`src/rtl/read_master.sv`:
```
// Avalon-MM DDR3 read master: fetches LENGTH samples from BASE by STEP into a
// small FIFO and replays them as a RATE-paced stream of one-cycle pulses.
module read_master #(
    parameter int FIFO_DEPTH = 8
) (
    input  logic        clk,
    input  logic        rst,
    input  logic        ddr_waitrequest,
    input  logic        ddr_readdatavalid,
    input  logic [15:0] ddr_readdata,
    output logic [15:0] ddr_addr,
    output logic        ddr_read,
    input  logic [15:0] writedata,
    output logic [15:0] readdata,
    input  logic [2:0]  addr,
    input  logic        read,
    input  logic        write,
    output logic [15:0] d_out,
    output logic        v_out
);
    localparam int AW  = $clog2(FIFO_DEPTH);
    localparam int AW1 = AW + 1;
    localparam logic [AW:0] FULL_CNT = AW1'(FIFO_DEPTH);

    typedef enum logic [2:0] {S_IDLE, S_FETCH, S_WAIT, S_DRAIN, S_DONE} state_t;

    state_t        state_q, state_d;
    logic [15:0]   base_q, len_q, step_q, rate_q;
    logic [15:0]   sh_len_q, sh_step_q, sh_rate_q;
    logic [15:0]   addr_q, issued_q, emitted_q, rc_q;
    logic [15:0]   dout_q, rdata_q, csr_rd;
    logic          vout_q;
    logic [AW-1:0] wptr_q, rptr_q;
    logic [AW:0]   cnt_q;
    logic [15:0]   mem_q [FIFO_DEPTH];
    logic          soft_rst, start, start_ok, busy, done, accept, push, pop;

    assign soft_rst = write && (addr == 3'd6);
    assign start    = write && (addr == 3'd4);
    assign busy     = (state_q == S_FETCH) || (state_q == S_WAIT) || (state_q == S_DRAIN);
    assign done     = (state_q == S_DONE);
    assign start_ok = start && !busy;
    // Issue is gated on a free slot, so the single outstanding read always fits.
    assign ddr_read = (state_q == S_FETCH) && (cnt_q != FULL_CNT);
    assign accept   = ddr_read && !ddr_waitrequest;
    // Data arriving outside WAIT belongs to a read abandoned by soft reset.
    assign push     = (state_q == S_WAIT) && ddr_readdatavalid;
    assign pop      = (rc_q == 16'd0) && (cnt_q != '0);

    assign ddr_addr = addr_q;
    assign d_out    = dout_q;
    assign v_out    = vout_q;
    assign readdata = rdata_q;

    always_comb begin
        state_d = state_q;
        case (state_q)
            S_IDLE, S_DONE: if (start) state_d = (len_q == 16'd0) ? S_DONE : S_FETCH;
            S_FETCH:        if (accept) state_d = S_WAIT;
            S_WAIT:         if (push) state_d = (issued_q < sh_len_q) ? S_FETCH : S_DRAIN;
            S_DRAIN:        if (emitted_q == sh_len_q) state_d = S_DONE;
            default:        state_d = S_IDLE;
        endcase
    end

    always_comb begin
        csr_rd = 16'hDEAD;
        case (addr)
            3'd0:       csr_rd = base_q;
            3'd1:       csr_rd = len_q;
            3'd2:       csr_rd = step_q;
            3'd3:       csr_rd = rate_q;
            3'd4, 3'd6: csr_rd = 16'd0;
            3'd5:       csr_rd = {14'd0, busy, done};
            default:    csr_rd = 16'hDEAD;
        endcase
    end

    always_ff @(posedge clk) begin
        if (push) mem_q[wptr_q] <= ddr_readdata;
    end

    always_ff @(posedge clk or posedge rst) begin
        if (rst) begin
            state_q <= S_IDLE;
            base_q <= '0; len_q <= '0; step_q <= 16'd1; rate_q <= '0;
            sh_len_q <= '0; sh_step_q <= 16'd1; sh_rate_q <= '0;
            addr_q <= '0; issued_q <= '0; emitted_q <= '0; rc_q <= '0;
            dout_q <= '0; vout_q <= 1'b0; rdata_q <= '0;
            wptr_q <= '0; rptr_q <= '0; cnt_q <= '0;
        end else if (soft_rst) begin
            state_q <= S_IDLE;
            base_q <= '0; len_q <= '0; step_q <= 16'd1; rate_q <= '0;
            sh_len_q <= '0; sh_step_q <= 16'd1; sh_rate_q <= '0;
            addr_q <= '0; issued_q <= '0; emitted_q <= '0; rc_q <= '0;
            dout_q <= '0; vout_q <= 1'b0; rdata_q <= '0;
            wptr_q <= '0; rptr_q <= '0; cnt_q <= '0;
        end else begin
            state_q <= state_d;
            rdata_q <= read ? csr_rd : 16'd0;
            if (write) begin
                case (addr)
                    3'd0:    base_q <= writedata;
                    3'd1:    len_q  <= writedata;
                    3'd2:    step_q <= writedata;
                    3'd3:    rate_q <= writedata;
                    default: ;
                endcase
            end
            if (state_q == S_IDLE) addr_q <= base_q;
            if (accept) issued_q <= issued_q + 16'd1;
            if (push) begin
                addr_q <= addr_q + sh_step_q;
                wptr_q <= wptr_q + AW'(1);
            end
            if (pop) begin
                rptr_q    <= rptr_q + AW'(1);
                dout_q    <= mem_q[rptr_q];
                vout_q    <= 1'b1;
                rc_q      <= sh_rate_q;
                emitted_q <= emitted_q + 16'd1;
            end else begin
                vout_q <= 1'b0;
                if (rc_q != 16'd0) rc_q <= rc_q - 16'd1;
            end
            case ({push, pop})
                2'b10:   cnt_q <= cnt_q + AW1'(1);
                2'b01:   cnt_q <= cnt_q - AW1'(1);
                default: ;
            endcase
            // Transfer parameters are latched here so CSR writes during a run wait for the next START.
            if (start_ok) begin
                sh_len_q  <= len_q;
                sh_step_q <= step_q;
                sh_rate_q <= rate_q;
                addr_q    <= base_q;
                issued_q  <= '0;
                emitted_q <= '0;
                rc_q      <= '0;
            end
        end
    end
endmodule

```
`config.mk`:
```
export PLATFORM = sky130hd
export DESIGN_NAME = read_master
export DESIGN_NICKNAME = d
export VERILOG_FILES = /design/src/rtl/read_master.sv
export SDC_FILE = /design/constraint.sdc
export NUM_CORES = 1
export LEC_CHECK = 0
export BUFFER_PORTS_ARGS = -buffer_cell sky130_fd_sc_hd__buf_2
export CAP_MARGIN = 10
export CORE_MARGIN = 1.5
export CORE_UTILIZATION = 40
export DETAILED_ROUTE_END_ITERATION = 6
export PLACE_DENSITY_LB_ADDON = 0.08
export SYNTH_ARGS = -nofsm -noshare
export SYNTH_HDL_FRONTEND = slang
export SYNTH_SLANG_ARGS = --single-unit
export TNS_END_PERCENT = 50
```
`constraint.sdc`:
```
create_clock -name clk -period 9.55 [get_ports clk]
set_input_delay 1.4325 -clock clk [delete_from_list [all_inputs] [get_ports clk]]
set_output_delay 1.4325 -clock clk [all_outputs]
set_load 0.01 [all_outputs]
```
# Word level (Yosys, flattened, before mapping)

Memories as Yosys holds them, arrays and structs flattened.
Cells that the tools add are included.

Eq/ne operators: 18
Reductions and logical operators: 37
Shift operators: 0
Mux-type cells: 55
Add/subtract/negate cells: 8
Order comparisons: 1
Multiply operators: 0
Bitwise operators: 0
Div/mod/pow operators: 0

Operators with widths:

| cell                                                 | count |
|---|---|
| 2-to-1 mux 16 bit                                    | 36 |
| one-hot mux 16 bit (6 select lines)                  | 1 |
| adder 16 x 1 -> 16 bit (second input constant)       | 2 |
| logical NOT 16 bit                                   | 2 |
| 2-to-1 mux 3 bit                                     | 10 |
| adder 16 bit                                         | 1 |
| equality test 16 bit                                 | 1 |
| < comparator 16 bit                                  | 1 |
| nonzero test 16 bit                                  | 1 |
| nonzero test 2 bit                                   | 8 |
| subtractor 16 x 1 -> 16 bit (second input constant)  | 1 |
| equality test 3 x 2 -> 1 bit (second input constant) | 4 |
| equality test 3 bit (second input constant)          | 4 |
| one-hot mux 3 bit (4 select lines)                   | 1 |
| nonzero test 4 bit                                   | 3 |
| != test 3 bit (second input constant)                | 3 |
| nonzero test 3 bit                                   | 3 |
| one-hot mux 4 bit (2 select lines)                   | 1 |
| AND reduction 2 bit                                  | 4 |
| logical AND 1 bit                                    | 7 |
| adder 3 x 1 -> 3 bit (second input constant)         | 2 |
| equality test 3 x 1 -> 1 bit (second input constant) | 2 |
| logical NOT 3 bit                                    | 2 |
| adder 4 x 1 -> 4 bit (second input constant)         | 1 |
| 12 further kinds                                     | 18 |

Bits in latches: 0
Memories: 1
Bits in writable memories: 128
Logic and storage cells: 138
Register bits after elaboration: 222
Bits of input ports: 41
Bits in read-only memories: 0

Memories:

| memory | depth | width | rd ports | clocked after Yosys merged registers in | write ports | line | text |
|---|---|---|---|---|---|---|---|
| mem_q  | 8     | 16    | 1        | 0                                       | 1           | 35   | `logic [15:0] mem_q [FIFO_DEPTH];` |

# Logic depth before layout (Yosys ltp)

Gate-level depths: netlist of run 1.

Depth in word-level cells: 7
Depth in mapped cells: 14
Gate-level depth less buffers: 13

# Worst setup path after synthesis of run 1

OpenSTA, ideal clock, no wires.

Path type: input to register
From: in ddr_readdatavalid
To: mem mem_q[4][0] (enable)
Cell stages on the path: 4
Required time: 9.114 ns
Setup time: 0.436 ns
Buffers on the path: 1
Arrival time: 3.780 ns
Slack: 5.334 ns
Path through: nor2b_1 nand2_1 clkbuf_1 nor4b_1

Cells in the longest elaborated chain, start to end: 3

Ends and longest elaborated chain:

| item                                   | line | text |
|---|---|---|
| from (decl)                            | 9    | `input logic ddr_readdatavalid,` |
| logical AND 1 bit                      | 47   | `assign push = (state_q == S_WAIT) && ddr_readdatavalid;` |
| 2-to-1 mux 1 bit                       | 80   | `if (push) mem_q[wptr_q] <= ddr_readdata;` |
| 2-to-1 mux 1 bit (implied by the code) | 80   |  |
| to (decl)                              | 35   |  |

No other way between the ends.

# Worst setup path in the final report of run 1

From: in addr[1]
To: reg rc_q[10]

Cells in the longest elaborated chain, start to end: 5
Elaborated cells on any way between the ends: 8

Ends and longest elaborated chain:

| item                 | line | text |
|---|---|---|
| from (decl)          | 15   | `input logic [2:0] addr,` |
| equality test 3 bit  | 39   | `assign start = write && (addr == 3'd4);` |
| logical AND 1 bit    | 39   |  |
| logical AND 1 bit    | 42   | `assign start_ok = start && !busy;` |
| 2-to-1 mux 16 bit    | 132  | `if (start_ok) begin` |
| 2-to-1 mux 16 bit    | 91   | `end else if (soft_rst) begin` |
| to (signal assigned) | 120  | `rc_q <= sh_rate_q;` |
| to (signal assigned) | 124  | `if (rc_q != 16'd0) rc_q <= rc_q - 16'd1;` |
| to (decl)            | 30   | `logic [15:0] addr_q, issued_q, emitted_q, rc_q;` |

Several ways; a longest one is shown, not always the timed one.
A chain may end at the register's enable or synchronous reset.

==> flow_metrics.tcl, run 1 <==
set metrics [dict create \
    yosys-top-cells-area "dfrtp_1 (35%), edfxtp_1 (24%), mux4_2 (5.3%), nand2_1 (4.4%), o21ai_0 (3.9%)" \
    cp.required_ns 9.98 \
    synth-main-ff-cell "dfrtp_1" \
    crit_family "buffers and inverters" \
    worstPathMaxFanout 25 \
    status "complete, no violations" \
    p_per_area_nw_per_um2 264 \
    num_vias 10700 \
    n_fill_cell 3595 \
    critical_path_class "in -> reg" \
    wl_per_cell_um 20.9 \
    max_slew_margin_pct 30.3 \
    tightest_slew_ns 1.04 \
    synthAdderAreaFrac_pct 3.13 \
    p_comb_share_pct 24.6 \
    antennaDiodeCount 0 \
    clkTransAtPathRegs_ns 0.06 \
    synth_area_um2 15800 \
    drt_wl_total_mm 41.3 \
    initial_core_util_pct 40.7 \
    syn-num-nets 1422 \
    critPathSlowestCell "nor2_4" \
    rr_endpoint "cnt_q[2]$_DFFE_PP0P_" \
    cts.path.max_buffers 3 \
    seq_area_frac_synth_pct 59.5 \
    drcViolationCount 0 \
    grt_usage_pct 20.7 \
    ios 91 \
    h-tree-depth 2 \
    clock_power_share_pct 33.2 \
    synth_top_family_by_area "simple AND/OR/NAND/NOR gates" \
    synth_warnings 0 \
    async_flop_share_pct 63.4 \
    rsz0062_at_grt "false" \
    worst_hold_slack_ns 0.503 \
    root_buffer "clkbuf_16" \
    leakagePower_nw 7.66 \
    place.gp.congestion 0.798 \
    synth.distinct_cells 66 \
    synth_top_area_cell "dfrtp_1" \
    top_register "mem_q" \
    core_area_um2 38800 \
    die_w_um 202 \
    drtAntennaViolNets 0 \
    multi_input_area_um2 6060 \
    io_buffers 90 \
    synth-edff-count 128 \
    cp-start-kind "input port" \
    ys_seq_elements 350 \
    syn_inst 1342 \
    post_cts_buffers 0 \
    grt_antenna_before_repair 1 \
    fp-row-count 72 \
    final_nets 1503 \
    cts_resized 0 \
    peakVddDrop_uv 167 \
    hold_violations 0 \
    final_cell_mix "dfrtp_1 (219), nand2_1 (187), edfxtp_1 (128)" \
    fmax_ghz 0.279 \
    synth_top_area_share_pct 34.8 \
    synth_mux_area_share_pct 6.81 \
    final.setup.tns_ns 0 \
    drv_slew 0 \
    drt-pass1-iter-count 6 \
    dieArea_um2 40700 \
    crit_path_end_kind "flip-flop" \
    drv_cap 0 \
    first_global_vias 10700 \
    reg2reg_slack_ns 6.07 \
    min_path_type "reg -> reg" \
    cts_made_buffers 40 \
    rr_worst_depth 12 \
    max_stage_delay_ns 0.53 \
    period_share_pct 37.6 \
    synth-compound-area-share_pct 11.4 \
    mostFrequentLayoutCell "dfrtp_1" \
    synth_xor_area_share_pct 3.71 \
    period_minus_slack_ns 3.59 \
    holdBufCountCts 0 \
    cts_sinks 350 \
    cp.arrival_ns 4.01 \
    overflow 0 \
    drtIter0Drc 660 \
    synthSimpleGateAreaFrac_pct 12.7 \
    hold_depth 2 \
    setup-violations-final 0 \
    crit_top_cell "buf_4" \
    crit_chain "buf_2, nand3b_1, nor2_4, buf_4, nor2_2, buf_4, o21ai_1, nor3_1" \
    hold_end "step_q[0]$_DFFE_PP1P_" \
    clk_latency_ns 0.57 \
    routed_via_density 5.40 \
    synth.avg_cell_area_um2 11.8 \
    largest_register_ffs 128 \
    min_from "step_q[0]$_DFFE_PP1P_" \
    switching_power_mw 1.56 \
    grt_max_degree 97 \
    pwr-share-seq_pct 42.2 \
    drive_gt1_share_pct 17.4 \
    p_int_mw 3.27 \
    area_growth_syn_to_layout_pct 15.5 \
    cts_tree "done" \
    die_h_um 202 \
    grt_pass1_wl_mm 64.6 \
    p_sw_share_pct 32.2 \
    crit_buf_inv 3 \
    dp_hpwl_mm 27.3 \
    crit-reg2reg-launch "rc_q[6]$_DFFE_PP0P_" \
    clock_skew_ns 0.0114 \
    seq_area_um2 9400 \
]
[cell usage after synthesis (10+ instances only)]
| cell | instances |
|---|---|
| dfrtp_1 | 220 |
| and3_1 | 12 |
| a21oi_1 | 50 |
| nand4_1 | 19 |
| or3_1 | 14 |
| a222oi_1 | 10 |
| inv_1 | 30 |
| clkbuf_1 | 61 |
| ha_1 | 38 |
| nor3_1 | 22 |
| a211oi_1 | 25 |
| a22o_1 | 31 |
| edfxtp_1 | 128 |
| nor2_1 | 101 |
| a21o_1 | 14 |
| xnor2_1 | 45 |
| nand2_1 | 187 |
| o21ai_0 | 122 |
| mux2i_1 | 22 |
| mux4_2 | 37 |
| nand3_1 | 22 |
| xor2_1 | 22 |
[final cells by class]
cell class	count	area share [%]
clock inverter	20	1.32
sequential	350	51.5
tap	518	3.55
clock buffer	54	6.21
multi-input combinational	884	33.2
timing repair buffer	117	3.58
inverter	30	0.658
[stage by stage]
step                util, %  setup slack (ns)  total power, mW  cell area, µm²  cells
floorplan                 -              2.04             2.86           15800   1342
global placement       43.5              5.46             3.25           16900   1899
detailed placement     43.5              5.38             3.26           16900   1899
CTS                    47.0              5.97             4.88           18300   1973
global route           47.0              5.76             5.10           18300   1973
finish                 47.0              5.96             4.83           18300   1973
[how the worst max path moves through the flow]
stage	cells after the start	slack, ns	start	to
floorplan	1	2.04	rst	base_q[0]$_DFFE_PP0P_
global placement	8	5.46	addr[1]	rc_q[10]$_DFFE_PP0P_
detailed placement	8	5.38	addr[1]	rc_q[10]$_DFFE_PP0P_
CTS	8	5.97	addr[1]	rc_q[10]$_DFFE_PP0P_
global route	8	5.76	addr[1]	rc_q[10]$_DFFE_PP0P_
finish	8	5.96	addr[1]	rc_q[10]$_DFFE_PP0P_
[power by group through the flow]
| stage | Sequential [mW] | Clock (mW) | Combinational (mW) |
|---|---|---|---|
| 2_1_floorplan | 1.97 | 0 | 0.887 |
| 3_3_place_gp | 2.07 | 0 | 1.18 |
| 3_5_place_dp | 2.06 | 0 | 1.20 |
| 4_1_cts | 2.04 | 1.64 | 1.20 |
| 5_1_grt | 2.07 | 1.70 | 1.34 |
| 6_report | 2.04 | 1.60 | 1.19 |
[routing by layer]
layer	wire, µm	global-route usage [%]
met1	19100	28.9
met2	19700	33.6
met3	1800	3.37
met4	718	5.76
met5	13	0
[cells by family (layout without fill, tap and decap cells)]
family | after synthesis | after routing
flip-flops | 350 | 350
AO/OA/AOI/OAI | 288 | 288
multiplexers | 61 | 61
XOR/XNOR | 67 | 67
AND/OR/NAND/NOR | 429 | 429
buffers and inverters | 108 | 221
adder cells (fa/ha/maj) | 39 | 39
[worst min-delay path, cell delays in order, from the launching register on]
cell	delay (ns)
dfstp_2	0.36
inv_1	0.07
a21oi_1	0.06
Note: power is estimated with default switching activity, not from simulation.
==> run 2, diff against run 1 <==
clock period = 3.4 ns   (was 9.55 ns; I/O delays follow)
==> run 2 against run 1 <==
Total power rose to 2.8 times the previous value. First-iteration DRC count up 17%. Utilization up 0.21 points. Via count up 0.31%. Flip-flop and latch count unchanged. Cell area up 0.45%. Critical path type is now reg -> reg. Setup slack worse by 5.3 ns. Sequential share of layout area down 0.23 points.
==> flow_metrics.tcl, run 2 (synthesis gave the netlist of run 1 again) <==
set metrics [dict create \
    cts_resized 0 \
    p_int_mw 9.12 \
    cp.required_ns 3.83 \
    critPathSlowestCell "or4_1" \
    drtIter0Drc 772 \
    design_area_um2 18300 \
    drcViolationCount 0 \
    max_slew_margin_pct 36.8 \
    fmax_ghz 0.367 \
    holdBufCountCts 0 \
    pwr-share-seq_pct 43.0 \
    cts_tree "done" \
    die_w_um 202 \
    dieArea_um2 40700 \
    clock_skew_ns 0.0135 \
    clock_power_share_pct 32.0 \
    setup.worst_path.end "cnt_q[2]$_DFFE_PP0P_" \
    final_cells 1986 \
    final_cell_mix "dfrtp_1 (219), nand2_1 (187), edfxtp_1 (128)" \
    period_minus_slack_ns 2.73 \
    status "complete, no violations" \
    final_nets 1518 \
    area_growth_syn_to_layout_pct 16.0 \
    crit_path_end_kind "flip-flop" \
    drt_wl_total_mm 41.8 \
    tightest_slew_ns 0.940 \
    ios 91 \
    leakagePower_nw 7.69 \
    post_cts_buffers 0 \
    root_buffer "clkbuf_16" \
    routed_via_density 5.38 \
    final.setup.tns_ns 0 \
    h-tree-depth 2 \
    worstPathMaxFanout 12 \
    clkTransAtPathRegs_ns 0.06 \
    drtAntennaViolNets 0 \
    cts_sinks 350 \
    crit-reg2reg-launch "cnt_q[1]$_DFFE_PP0P_" \
    largest_register_ffs 128 \
    place.gp.congestion 0.831 \
    cp-start-kind "flip-flop" \
    top_register "mem_q" \
    fp-row-count 72 \
    die_h_um 202 \
    rsz0062_at_grt "false" \
    placed_cell_area_um2 17000 \
    p_per_area_nw_per_um2 730 \
    crit_chain "or4_1, and3_2, nand2_1, inv_1, ha_1, nor2_1, a21oi_1, nor2_1, a21oi_1, nand3_1, o21ai_0" \
    first_global_vias 11000 \
    critical_path_class "reg -> reg" \
    cts.path.max_buffers 3 \
    setup-violations-final 0 \
    period_share_pct 80.2 \
    peakVddDrop_uv 409 \
    overflow 0 \
    clk_latency_ns 0.56 \
    reg2reg_slack_ns 0.67 \
    grt_usage_pct 21.1 \
    critPathLaunch "cnt_q[1]$_DFFE_PP0P_" \
    grt_antenna_before_repair 0 \
    cts_made_buffers 41 \
    drt-pass1-iter-count 6 \
    min_path_type "in -> async" \
    drive_gt1_share_pct 17.4 \
    mostFrequentLayoutCell "dfrtp_1" \
    drv_slew 0 \
    p_comb_share_pct 24.9 \
    max_stage_delay_ns 0.78 \
    drv_cap 0 \
    wl_per_cell_um 21.0 \
    grt_max_degree 138 \
    cp.arrival_ns 3.15 \
    hold_violations 0 \
    num_vias 10700 \
    core_area_um2 38800 \
    grt_pass1_wl_mm 65.5 \
    place_inst 1913 \
    p_sw_share_pct 31.9 \
    rr_endpoint "cnt_q[2]$_DFFE_PP0P_" \
    io_buffers 90 \
    switching_power_mw 4.28 \
    initial_core_util_pct 40.7 \
    rr_worst_depth 11 \
    dp_hpwl_mm 28.3 \
]
-- run 2: worst min-delay path by stage --
| stage | slack, ns | to | from | cells past startpoint |
|---|---|---|---|---|
| detailed placement | 0.50 | sh_step_q[8]$_DFFE_PP0P_ | sh_step_q[8]$_DFFE_PP0P_ | 1 |
| finish | 0.11 | d_out[6]$_DFFE_PP0P_ | rst | 3 |
| floorplan | 0.46 | sh_step_q[0]$_DFFE_PP1P_ | step_q[0]$_DFFE_PP1P_ | 2 |
| global placement | 0.49 | step_q[6]$_DFFE_PP0P_ | step_q[6]$_DFFE_PP0P_ | 2 |
| CTS | 0.11 | d_out[5]$_DFFE_PP0P_ | rst | 3 |
| global route | 0.14 | d_out[13]$_DFFE_PP0P_ | rst | 3 |
-- run 2: through the flow --
stage	setup WS [ns]	hold WS [ns]	util, %	total power [mW]
after global placement	0.771	0.494	43.9	9.18
final	0.672	0.110	47.2	13.4
after floorplan	-0.00442	0.458	-	8.04
after detailed placement	0.712	0.498	43.9	9.21
after global routing	0.442	0.137	47.2	14.2
after CTS	0.696	0.113	47.2	13.6
-- run 2: layout make-up --
type / count / area, µm²
Clock inverter: 12 / 131
Sequential cell: 350 / 9400
Tap cell: 518 / 648
Fill cell: 3563 / 20500
Clock buffer: 60 / 1180
Timing Repair Buffer: 131 / 796
Antenna cell: 1 / 2.50
Multi-Input combinational cell: 884 / 6070
Inverter: 30 / 116
-- run 2: routing by layer --
layer | global-route usage, % | up-vias | wire (µm)
li1 | - | 5097 | -
met1 | 30.5 | 5365 | 19900
met2 | 33.4 | 170 | 19700
met3 | 2.74 | 56 | 1410
met4 | 6.02 | 0 | 787
met5 | 0 | - | 0
-- run 2: power groups by stage --
stage	Clock, mW	Sequential (mW)	Combinational [mW]
3_3_place_gp	0	5.84	3.34
3_5_place_dp	0	5.84	3.36
6_report	4.29	5.77	3.34
2_1_floorplan	0	5.55	2.49
5_1_grt	4.58	5.86	3.77
4_1_cts	4.41	5.77	3.38
-- run 2: worst max-delay path, delay by kind of cell, from the launching register on --
family / cells / cell delay [ns]
fa+ha+maj: 1 / 0.32
compound gates: 3 / 0.18
flops: 1 / 0.47
simple gates: 6 / 1.56
buf+inv: 1 / 0.07
